**config.mk**
```make
export PLATFORM = sky130hd
export DESIGN_NAME = alu_result_collector_flat
export DESIGN_NICKNAME = d
export VERILOG_FILES = /design/src/rtl/alu_result_collector_if.sv /design/src/rtl/alu_result_collector.sv /design/src/flat_wrapper.sv
export SDC_FILE = /design/constraint.sdc
export NUM_CORES = 1
export LEC_CHECK = 0
export CAP_MARGIN = 20
export CORE_ASPECT_RATIO = 0.6
export CORE_MARGIN = 3
export CORE_UTILIZATION = 50
export DETAILED_ROUTE_END_ITERATION = 8
export GPL_TIMING_DRIVEN = 0
export PLACE_DENSITY = 0.8
export RECOVER_POWER = 50
export SYNTH_ARGS = -nofsm -noshare
export SYNTH_HDL_FRONTEND = slang
export SYNTH_SLANG_ARGS = --single-unit
```
**constraint.sdc**
```tcl
create_clock -name CLK -period 4.1 [get_ports CLK]
set_clock_uncertainty 0.15 [all_clocks]
set_input_delay 0.82 -clock CLK [delete_from_list [all_inputs] [get_ports CLK]]
set_output_delay 0.82 -clock CLK [all_outputs]
set_load 0.1 [all_outputs]
```
**src/rtl/alu_result_collector_if.sv**
```systemverilog
// Bundles the ALU-side sample bus and the consumer-side result handshake
// for the ALU result collector.
interface alu_result_collector_if #(
    parameter int ALU_WIDTH = 16
);
    logic [ALU_WIDTH-1:0] Arith_OUT;
    logic                 Carry_OUT;
    logic [ALU_WIDTH-1:0] Logic_OUT;
    logic [ALU_WIDTH-1:0] CMP_OUT;
    logic [ALU_WIDTH-1:0] SHIFT_OUT;
    logic                 Arith_Flag;
    logic                 Logic_Flag;
    logic                 CMP_Flag;
    logic                 SHIFT_Flag;
    logic                 in_valid;
    logic                 in_ready;
    logic [ALU_WIDTH-1:0] res_data;
    logic                 res_carry;
    logic [1:0]           res_unit;
    logic                 res_valid;
    logic                 res_ready;

    modport slave (
        input  Arith_OUT, Carry_OUT, Logic_OUT, CMP_OUT, SHIFT_OUT,
        input  Arith_Flag, Logic_Flag, CMP_Flag, SHIFT_Flag,
        input  in_valid, res_ready,
        output in_ready, res_data, res_carry, res_unit, res_valid
    );

    modport master (
        output Arith_OUT, Carry_OUT, Logic_OUT, CMP_OUT, SHIFT_OUT,
        output Arith_Flag, Logic_Flag, CMP_Flag, SHIFT_Flag,
        output in_valid, res_ready,
        input  in_ready, res_data, res_carry, res_unit, res_valid
    );
endinterface

```
**src/rtl/alu_result_collector.sv**
```systemverilog
// Collects one-hot-flagged ALU unit results into a small FWFT queue with a
// valid/ready consumer side; counts and drops samples with illegal flags.
module alu_result_collector #(
    parameter int ALU_WIDTH = 16,
    parameter int DEPTH     = 4,
    parameter int ERR_W     = 8
) (
    input  logic                     CLK,
    input  logic                     RST,
    alu_result_collector_if.slave    bus,
    output logic [$clog2(DEPTH):0]   count,
    output logic [ERR_W-1:0]         err_cnt
);
    localparam int PTR_W = $clog2(DEPTH);
    localparam int CNT_W = PTR_W + 1;

    logic [ALU_WIDTH-1:0] mem_data  [DEPTH];
    logic                 mem_carry [DEPTH];
    logic [1:0]           mem_unit  [DEPTH];
    logic [PTR_W-1:0]     wr_ptr;
    logic [PTR_W-1:0]     rd_ptr;

    logic [3:0]           flags;
    logic                 one_hot;
    logic [ALU_WIDTH-1:0] sel_data;
    logic                 sel_carry;
    logic [1:0]           sel_unit;
    logic                 full;
    logic                 accept;
    logic                 push;
    logic                 pop;
    logic                 err_inc;

    assign flags   = {bus.Arith_Flag, bus.Logic_Flag, bus.CMP_Flag, bus.SHIFT_Flag};
    assign one_hot = (flags != 4'd0) && ((flags & (flags - 4'd1)) == 4'd0);

    // Only consulted when one_hot is set, so the default branch is the arith unit.
    always_comb begin
        sel_data  = bus.Arith_OUT;
        sel_carry = bus.Carry_OUT;
        sel_unit  = 2'd0;
        unique case (flags)
            4'b0100: begin
                sel_data  = bus.Logic_OUT;
                sel_carry = 1'b0;
                sel_unit  = 2'd1;
            end
            4'b0010: begin
                sel_data  = bus.CMP_OUT;
                sel_carry = 1'b0;
                sel_unit  = 2'd2;
            end
            4'b0001: begin
                sel_data  = bus.SHIFT_OUT;
                sel_carry = 1'b0;
                sel_unit  = 2'd3;
            end
            default: ;
        endcase
    end

    assign full          = (count == CNT_W'(DEPTH));
    assign bus.in_ready  = !RST && !full;
    assign bus.res_valid = (count != '0);
    assign bus.res_data  = mem_data[rd_ptr];
    assign bus.res_carry = mem_carry[rd_ptr];
    assign bus.res_unit  = mem_unit[rd_ptr];

    assign accept  = bus.in_valid && bus.in_ready;
    assign push    = accept && one_hot;
    assign err_inc = accept && !one_hot;
    assign pop     = bus.res_valid && bus.res_ready;

    always_ff @(posedge CLK) begin
        if (RST) begin
            wr_ptr  <= '0;
            rd_ptr  <= '0;
            count   <= '0;
            err_cnt <= '0;
            for (int i = 0; i < DEPTH; i++) begin
                mem_data[i]  <= '0;
                mem_carry[i] <= 1'b0;
                mem_unit[i]  <= 2'd0;
            end
        end else begin
            if (push) begin
                mem_data[wr_ptr]  <= sel_data;
                mem_carry[wr_ptr] <= sel_carry;
                mem_unit[wr_ptr]  <= sel_unit;
                wr_ptr            <= wr_ptr + PTR_W'(1);
            end
            if (pop) begin
                rd_ptr <= rd_ptr + PTR_W'(1);
            end
            unique case ({push, pop})
                2'b10:   count <= count + CNT_W'(1);
                2'b01:   count <= count - CNT_W'(1);
                default: ;
            endcase
            if (err_inc && (err_cnt != '1)) begin
                err_cnt <= err_cnt + ERR_W'(1);
            end
        end
    end
endmodule

```
**src/flat_wrapper.sv**
```systemverilog
// flat-port wrapper written by rule: the top's interface ports become plain ports
module alu_result_collector_flat 
#(
    parameter int ALU_WIDTH = 16,
    parameter int DEPTH     = 4,
    parameter int ERR_W     = 8
)
  (CLK, RST, count, err_cnt, bus_Arith_OUT, bus_Carry_OUT, bus_Logic_OUT, bus_CMP_OUT, bus_SHIFT_OUT, bus_Arith_Flag, bus_Logic_Flag, bus_CMP_Flag, bus_SHIFT_Flag, bus_in_valid, bus_res_ready, bus_in_ready, bus_res_data, bus_res_carry, bus_res_unit, bus_res_valid);
  alu_result_collector_if #(.ALU_WIDTH(ALU_WIDTH)) bus_i ();
  input  logic CLK;
  input  logic RST;
  output logic [$clog2(DEPTH):0] count;
  output logic [ERR_W-1:0] err_cnt;
  input wire logic [$bits(bus_i.Arith_OUT)-1:0] bus_Arith_OUT;
  input wire logic [$bits(bus_i.Carry_OUT)-1:0] bus_Carry_OUT;
  input wire logic [$bits(bus_i.Logic_OUT)-1:0] bus_Logic_OUT;
  input wire logic [$bits(bus_i.CMP_OUT)-1:0] bus_CMP_OUT;
  input wire logic [$bits(bus_i.SHIFT_OUT)-1:0] bus_SHIFT_OUT;
  input wire logic [$bits(bus_i.Arith_Flag)-1:0] bus_Arith_Flag;
  input wire logic [$bits(bus_i.Logic_Flag)-1:0] bus_Logic_Flag;
  input wire logic [$bits(bus_i.CMP_Flag)-1:0] bus_CMP_Flag;
  input wire logic [$bits(bus_i.SHIFT_Flag)-1:0] bus_SHIFT_Flag;
  input wire logic [$bits(bus_i.in_valid)-1:0] bus_in_valid;
  input wire logic [$bits(bus_i.res_ready)-1:0] bus_res_ready;
  output wire logic [$bits(bus_i.in_ready)-1:0] bus_in_ready;
  output wire logic [$bits(bus_i.res_data)-1:0] bus_res_data;
  output wire logic [$bits(bus_i.res_carry)-1:0] bus_res_carry;
  output wire logic [$bits(bus_i.res_unit)-1:0] bus_res_unit;
  output wire logic [$bits(bus_i.res_valid)-1:0] bus_res_valid;
  assign bus_i.Arith_OUT = bus_Arith_OUT;
  assign bus_i.Carry_OUT = bus_Carry_OUT;
  assign bus_i.Logic_OUT = bus_Logic_OUT;
  assign bus_i.CMP_OUT = bus_CMP_OUT;
  assign bus_i.SHIFT_OUT = bus_SHIFT_OUT;
  assign bus_i.Arith_Flag = bus_Arith_Flag;
  assign bus_i.Logic_Flag = bus_Logic_Flag;
  assign bus_i.CMP_Flag = bus_CMP_Flag;
  assign bus_i.SHIFT_Flag = bus_SHIFT_Flag;
  assign bus_i.in_valid = bus_in_valid;
  assign bus_i.res_ready = bus_res_ready;
  assign bus_in_ready = bus_i.in_ready;
  assign bus_res_data = bus_i.res_data;
  assign bus_res_carry = bus_i.res_carry;
  assign bus_res_unit = bus_i.res_unit;
  assign bus_res_valid = bus_i.res_valid;
  alu_result_collector #(.ALU_WIDTH(ALU_WIDTH), .DEPTH(DEPTH), .ERR_W(ERR_W)) u_core (.CLK(CLK), .RST(RST), .bus(bus_i), .count(count), .err_cnt(err_cnt));
endmodule
```
Yosys cells after proc, flatten, opt, wreduce, memory -nomap -nowiden. Memory sizes are Yosys's and may differ from the RTL's. A register that Yosys moved wholly into a read port is not among the register bits. Cells that the tools add are included. Widths: inputs -> output; s select.

Output and inout port bits: 32. Memories: 3. Word-level logic and storage cells: 63. Register bits: 15. RAM bits: 76. Bits of input ports: 73.

Equality and inequality tests: 7. Multiplexer cells: 24. Bitwise gates (word level): 1. Add/sub/neg operators: 6. Reduce and logical (&&, ||, !) cells: 18.

Memories: u_core.mem_data (depth 4, width 16, rd ports 1, clocked after Yosys merged registers in 1, write ports 4, line alu_result_collector.sv:17) `logic [ALU_WIDTH-1:0] mem_data [DEPTH];`; u_core.mem_unit (depth 4, width 2, rd ports 1, clocked after Yosys merged registers in 1, write ports 4, line alu_result_collector.sv:19) `logic [1:0] mem_unit [DEPTH];`; u_core.mem_carry (depth 4, width 1, rd ports 1, clocked after Yosys merged registers in 1, write ports 4, line alu_result_collector.sv:18) `logic mem_carry [DEPTH];`.

Operators with widths (number): $pmux 16 s3 (1); $mux 2 (10); $mux 16 (1); $reduce_or 16->1 (1); $mux 1 (10); $add 8x1->8 const B (1); $ne 8x8->1 const B (1); $logic_and 1x1->1 (7); $pmux 2 s3 (1); $pmux 3 s2 (1); $add 2x1->2 const B (2); $and 4x4->4 (1); $eq 4x1->1 const B (1); $eq 4x2->1 const B (1); $eq 4x3->1 const B (1); $logic_not 4->1 (1); $reduce_bool 4->1 (1); $sub 4x1->4 const B (1); $add 3x1->3 const B (1); $eq 3x3->1 const B (1); $logic_not 1->1 (3); $reduce_bool 3->1 (1); $reduce_or 3->1 (1); $sub 3x1->3 const B (1); 5 further kinds (5).

Depth between registers and ports, before layout. Gate-level depths: netlist of the first run.

Depth after elaboration: 10. Mapped depth: 11. Depth with buffers taken out: 10.

Worst setup path before layout of the first run. OpenSTA, ideal clock, no wires.

Path type: reg-to-reg. Start point: register u_core.count[0]. End point: memory u_core.mem_carry[3], enable pin. Library setup time: 0.401 ns. Data required time: 3.549 ns. Buffers on the path: 2. Clock period less this slack: 3.747 ns. Cell stages (with the launch flop): 8. Data arrival time: 3.195 ns. Slack: 0.353 ns. Cells stage by stage: dfxtp_1 nor2_1 a211o_1 and2b_4 buf_2 buf_2 a21oi_1 a21oi_1.

RTL lines: start: declaration (line alu_result_collector.sv:11) `output logic [$clog2(DEPTH):0] count,`; start signal: assignment (line alu_result_collector.sv:96) `2'b10: count <= count + CNT_W'(1);`; start signal: assignment (line alu_result_collector.sv:97) `2'b01: count <= count - CNT_W'(1);`; end: declaration (line alu_result_collector.sv:18).

Worst setup path in the final report of the first run.
Start point: input port RST. End point: output port bus_in_ready.

Cells in the longest elaborated chain, start to end: 2.

Ends and longest elaborated chain: start: declaration (line flat_wrapper.sv:11) `input logic RST;`; $logic_not 1->1 (line alu_result_collector.sv:63) `assign bus.in_ready = !RST && !full;`; $logic_and 1x1->1 (line alu_result_collector.sv:63); end: declaration (line flat_wrapper.sv:25) `output wire logic [$bits(bus_i.in_ready)-1:0] bus_in_ready;`.

Every way passes these cells.

==> flow_summary.yaml, run 1 <==
run_status:
  status: "finished clean"
logic_synthesis:
  synth_common_cells: "edfxtp_1, nor2_1, o211ai_1, inv_1, nand2_1"
  synth_area_um2: 4580
  synth_most_common_cell: "edfxtp_1"
  synth_edf_count: 76
  syn_nets: 451
  yosys.area.top_type: "edfxtp_1"
  synthFlopType: "edfxtp_1"
  synth-seq-area-share_pct: 57.3
  synth_area_leaders: "edfxtp_1, mux4_2, dfxtp_1, nor2_1, o211ai_1"
  yosys.area.top_type_share_pct: 49.8
  synth_area_per_cell_um2: 12.2
  ys_seq_elements: 93
  yosys_warnings: 0
  synth.distinct_cells: 43
  async_flop_share_pct: 0
  syn_inst: 375
timing:
  fin_ws_ps: 148
  fin_crit_ps: 3950
  setup-violations-final: 0
  rsz0062_at_grt: "false"
  hold_slack_ps: 317
  slew_headroom_pct: 33.7
  period_share_pct: 96.4
  fmax_mhz: 253
  worst_slew_pin_slew_ps: 991
  hold_viol_final: 0
  final.setup.tns_ps: 0
  slew_viol_final: 0
placement:
  gp_congestion: 0.831
  placed_cells: 591
  dp_hpwl_mm: 8.51
  dp_slack_ps: -183
  io_buffers: 103
pwr:
  p_leak_uw: 0.00220
  pwr-share-clk_pct: 33.7
  switchingPower_uw: 709
  power_uw: 2420
  p_per_area_nw_per_um2: 397
  comb_power_share_pct: 21.5
  seq_power_share_pct: 44.8
  switching_share_pct: 29.3
  p_int_uw: 1710
  ir_drop_v: 0.000217
clock_tree:
  cts_buffer_depth: 2
  clkLatencyLatePin_ps: 340
  root_buffer: "clkbuf_16"
  htree_levels: 3
  cts_buffers: 9
  cts_tree: "yes"
  path_clk_slew_ps: 60
  cts.sinks: 93
worst_hold_path:
  min_to: "u_core.wr_ptr[0]$_SDFFE_PP0P_"
  hp-class: "register to register"
  worstHoldPathCells: 1
  holdCritStartpoint: "u_core.wr_ptr[0]$_SDFFE_PP0P_"
drt:
  drt-met1-wl_mm: 5.22
  viasPerCell: 5.75
  wl_mm: 12.1
  wl_per_cell_um: 19.8
  num_vias: 3512
  dr.max_layer_used: "met4"
  drt_iter0_drc: 287
  wl_met3_um: 986
  drt-pass1-iter-count: 4
  antenna_left: 0
  drcViolationCount: 0
  met2_length_mm: 5.69
floorplan:
  row_count: 26
  ios: 105
  chipHeight_um: 80.1
  core_um2: 8720
  fp.dieW_um: 130
  initial_core_util_pct: 52.5
  die-area_um2: 10400
finish:
  insertedDiodeCount: 0
  final_cell_count_no_fill: 611
  drive_above_1_share_pct: 12.8
  syn_to_final_growth_pct: 33.1
  fin_nets: 570
setup_path:
  path_class: "input port to output port"
  r2r_end: "u_core.mem_data[3][8]$_DFFE_PP_"
  rrSetupSlack_ps: 1110
  crit_start: "RST"
  rr_startpoint: "u_core.count[0]$_SDFFE_PP0P_"
  end_kind: "output port"
  cp-start-kind: "input port"
  rr_worst_depth: 8
  worst_ep_required_time_ps: 3130
  path_max_fanout: 10
  crit_arrival_ps: 2980
global_routing:
  grt_max_degree: 20
  grt.overflow.total: 0
  grt_pass1_wl_mm: 18.6
  track_usage_pct: 24.1
  grt_pass1_vias: 3515
  antenna_found_initial: 0
job:
  drv_cap: 0
-- stage by stage --
step / area (µm²) / utilization (%)
after floorplan: 4580 / -
after global placement: 5750 / 66.0
after detailed placement: 5790 / 66.4
after CTS: 6060 / 69.5
after global routing: 6090 / 69.9
final: 6090 / 69.9
-- worst max-delay path, cell delays in order --
cell           delay [ps]
dlygate4sd3_1         590
clkbuf_1              250
clkbuf_1              290
a21oi_1               160
dlygate4sd2_1         870
-- layout by cell type, fill, tap and decap left out, types with 3 or more instances in the layout --
cell type        instances
or3_1                    7
clkbuf_16                9
inv_1                   23
nand3_1                  6
nor2_4                   3
dlygate4sd2_1           11
a22oi_1                 15
nor2b_1                  4
o21ai_0                  7
xor2_1                   6
nand2b_1                 5
nor2_1                  68
nand2_1                 21
edfxtp_1                76
nor2_2                   6
clkdlybuf4s50_1         78
clkbuf_1                19
dlygate4sd3_1           14
buf_4                    4
xnor2_1                  3
buf_2                    5
mux4_2                  19
o311ai_0                 8
a21oi_1                  8
o211ai_1                23
dfxtp_1                 17
-- flip-flops by register name (all words and copies together), names as in the netlist, named ones only --
register and count:
u_core.mem_data 64, u_core.err_cnt 8, u_core.mem_unit 8, u_core.mem_carry 4
u_core.count 3, u_core.rd_ptr 2, u_core.wr_ptr 2
-- kinds of logic after synthesis --
| kind of cell | count (synthesis) | synth area share, % |
|---|---|---|
| flops | 93 | 57.3 |
| xor+xnor | 9 | 1.72 |
| fa+ha+maj | 3 | 0.984 |
| mux | 21 | 9.78 |
| buf+inv | 50 | 5.03 |
| compound gates | 65 | 10.3 |
| simple gates | 134 | 14.9 |
-- worst max-delay path by stage --
stage	slack [ps]	endpoint	depth (start not counted)
3_5_place_dp	-180	u_core.mem_data[3][6]$_DFFE_PP_	9
4_1_cts	150	bus_res_data[7]	4
3_3_place_gp	-1220	u_core.mem_data[3][11]$_DFFE_PP_	8
2_1_floorplan	350	u_core.mem_carry[3]$_DFFE_PP_	7
5_1_grt	20	bus_in_ready	5
6_report	150	bus_in_ready	5
-- per-layer routing --
| metal | vias to the layer above | GRT usage, % |
|---|---|---|
| li1 | 1625 | - |
| met2 | 172 | 37.9 |
| met4 | 0 | 6.43 |
| met3 | 16 | 6.05 |
| met1 | 1699 | 33.8 |
| met5 | - | 0 |
-- area by class of cell --
class	count	area [µm²]
Sequential cell	93	2620
Multi-Input combinational cell	232	1730
Timing Repair Buffer	109	1110
Clock buffer	10	229
Fill cell	642	2630
Buffer	26	120
Clock inverter	6	63.8
Tap cell	112	140
Inverter	23	86.3
-- power groups by stage --
stage          sequential (µW)  combinational [µW]  clock, µW
3_5_place_dp              1100                 533          0
2_1_floorplan             1120                 334          0
4_1_cts                   1080                 519        814
5_1_grt                   1090                 545        860
3_3_place_gp              1090                 521          0
6_report                  1080                 521        814
-- repair_timing --
| item | CTS | global route |
|---|---|---|
| resized for setup | 11 | 0 |
| pin swaps | 0 | 1 |
| hold buffers | 0 | 0 |
| buffers inserted | 0 | 2 |
| endpoints found under the setup margin | 11 | 14 |
No activity file was read; power rests on OpenSTA's default activity.
==> inputs of run 2 (changes only) <==
--- a/config.mk
+++ b/config.mk
@@ -10,7 +10,6 @@
 export CORE_MARGIN = 3
 export CORE_UTILIZATION = 50
 export DETAILED_ROUTE_END_ITERATION = 8
-export GPL_TIMING_DRIVEN = 0
 export PLACE_DENSITY = 0.8
 export RECOVER_POWER = 50
 export SYNTH_ARGS = -nofsm -noshare
==> flow_summary.yaml, run 2 (same netlist as run 1, synthesis figures left out) <==
run_status:
  status: "finished clean"
placement:
  gp_congestion: 0.842
  placed_cells: 582
  io_buffers: 104
  dp_slack_ps: 256
  dp_hpwl_mm: 8.21
pwr:
  comb_power_share_pct: 21.0
  p_int_uw: 1690
  switching_share_pct: 29.0
  switchingPower_uw: 690
  pwr-share-clk_pct: 33.7
  p_per_area_nw_per_um2: 403
  ir_drop_v: 0.000296
  seq_power_share_pct: 45.3
  p_leak_uw: 0.00211
setup_path:
  end_kind: "register"
  path_class: "input port to register"
  critical_path_buf_inv_count: 3
  rrSetupSlack_ps: 1500
  cp_cell_sequence: "dlygate4sd3_1, nor4b_1, a211o_4, and2b_4, buf_4, nand3_1, nand2b_1, buf_4"
  crit_arrival_ps: 3560
  critical_path.top_delay_family: "simple AND/OR/NAND/NOR gates"
  cp_slowest_cell: "nor4b_1"
  rr_worst_depth: 10
  cp-start-kind: "input port"
  path_max_fanout: 20
  critPathMaxStageDelay_ps: 720
  rr_startpoint: "u_core.count[0]$_SDFFE_PP0P_"
  worst_ep_required_time_ps: 3980
  cpMostUsedCell: "buf_4"
  r2r_end: "u_core.count[2]$_SDFFE_PP0P_"
clock_tree:
  cts.sinks: 93
  cts_buffers: 9
  postCtsHoldBufs: 0
  root_buffer: "clkbuf_16"
  cts_tree: "yes"
  cts_buffer_depth: 2
  htree_levels: 3
  path_clk_slew_ps: 60
  post_cts_buffers: 0
  cts_resized: 0
  clkLatencyLatePin_ps: 340
timing:
  rsz0062_at_grt: "false"
  setup-violations-final: 0
  fin_crit_ps: 3680
  slew_viol_final: 0
  worst_slew_pin_slew_ps: 1190
  period_share_pct: 89.8
  slew_headroom_pct: 21.2
  fmax_mhz: 272
  fin_ws_ps: 419
  final.setup.tns_ps: 0
  hold_viol_final: 0
global_routing:
  antenna_found_initial: 0
  grt_max_degree: 22
  grt_pass1_wl_mm: 18.1
  grt.overflow.total: 0
  track_usage_pct: 23.7
  grt_pass1_vias: 3505
drt:
  drt-pass1-iter-count: 5
  wl_per_cell_um: 19.4
  drt_iter0_drc: 300
  antenna_left: 0
  num_vias: 3491
  wl_mm: 11.6
  viasPerCell: 5.84
  drcViolationCount: 0
floorplan:
  row_count: 26
  ios: 105
  core_um2: 8720
  initial_core_util_pct: 52.5
  fp.dieW_um: 130
  chipHeight_um: 80.1
  die-area_um2: 10400
worst_hold_path:
  min_to: "u_core.wr_ptr[0]$_SDFFE_PP0P_"
  worstHoldPathCells: 1
  holdCritStartpoint: "u_core.wr_ptr[0]$_SDFFE_PP0P_"
  hp-class: "register to register"
finish:
  layout_commonest_cell: "edfxtp_1"
  top_register: "u_core.mem_data"
  drive_above_1_share_pct: 12.6
  reg_top3: "u_core.mem_data x64, u_core.err_cnt x8, u_core.mem_unit x8"
  insertedDiodeCount: 0
  final_cell_mix: "edfxtp_1, nor2_1, clkdlybuf4s50_1"
  fin_nets: 557
  syn_to_final_growth_pct: 28.9
  largest_register_ffs: 64
  final_cell_count_no_fill: 598
job:
  drv_cap: 0
[run 2: cell types whose count changed in the layout (fill, tap and decap cells not counted), sizes merged]
cell,before,now
clkinv,2,4
dlygate4sd3,14,15
clkdlybuf4s50,78,69
clkinvlp,3,0
dlygate4sd2,11,0
buf,13,15
clkbuf,29,34
[run 2: power by group through the flow]
stage	combinational, µW	sequential, µW	clock (µW)
final	500	1080	800
after CTS	525	1080	812
after global routing	524	1080	845
after floorplan	334	1120	0
after global placement	517	1090	0
after detailed placement	524	1100	0
[run 2: how the worst max path moves through the flow]
stage | depth (start not counted) | slack (ps) | start | endpoint
after floorplan | 7 | 350 | u_core.count[0]$_SDFFE_PP0P_ | u_core.mem_carry[3]$_DFFE_PP_
after global placement | 11 | 370 | bus_Logic_Flag | u_core.count[2]$_SDFFE_PP0P_
after detailed placement | 11 | 260 | bus_Logic_Flag | u_core.count[2]$_SDFFE_PP0P_
after CTS | 11 | 620 | bus_Logic_Flag | u_core.count[2]$_SDFFE_PP0P_
after global routing | 8 | 280 | bus_SHIFT_Flag | u_core.mem_data[2][1]$_SDFFCE_PN0P_
final | 8 | 420 | bus_SHIFT_Flag | u_core.mem_data[2][2]$_SDFFCE_PN0P_
[run 2: layer usage]
| layer | up-vias | global-route usage [%] | routed length, µm |
|---|---|---|---|
| met2 | 180 | 38.1 | 5680 |
| met5 | - | 0 | 0 |
| li1 | 1603 | - | - |
| met4 | 0 | 7.88 | 228 |
| met3 | 21 | 7.04 | 979 |
| met1 | 1687 | 31.0 | 4690 |
[run 2: final cells by class]
cell class	count	area [µm²]
sequential	93	2620
timing repair buffer	122	1070
inverter	23	86.3
fill	656	2820
multi-input combinational	232	1700
clock inverter	5	51.3
tap	112	140
clock buffer	11	233
[run 2: stage by stage]
stage | hold slack (ps) | cell area (µm²) | power [µW] | util (%)
2_1_floorplan | 296 | 4580 | 1450 | -
3_3_place_gp | 313 | 5730 | 1610 | 65.7
3_5_place_dp | 322 | 5730 | 1620 | 65.7
4_1_cts | 337 | 6010 | 2410 | 69.0
5_1_grt | 350 | 5900 | 2450 | 67.7
6_report | 343 | 5900 | 2380 | 67.7
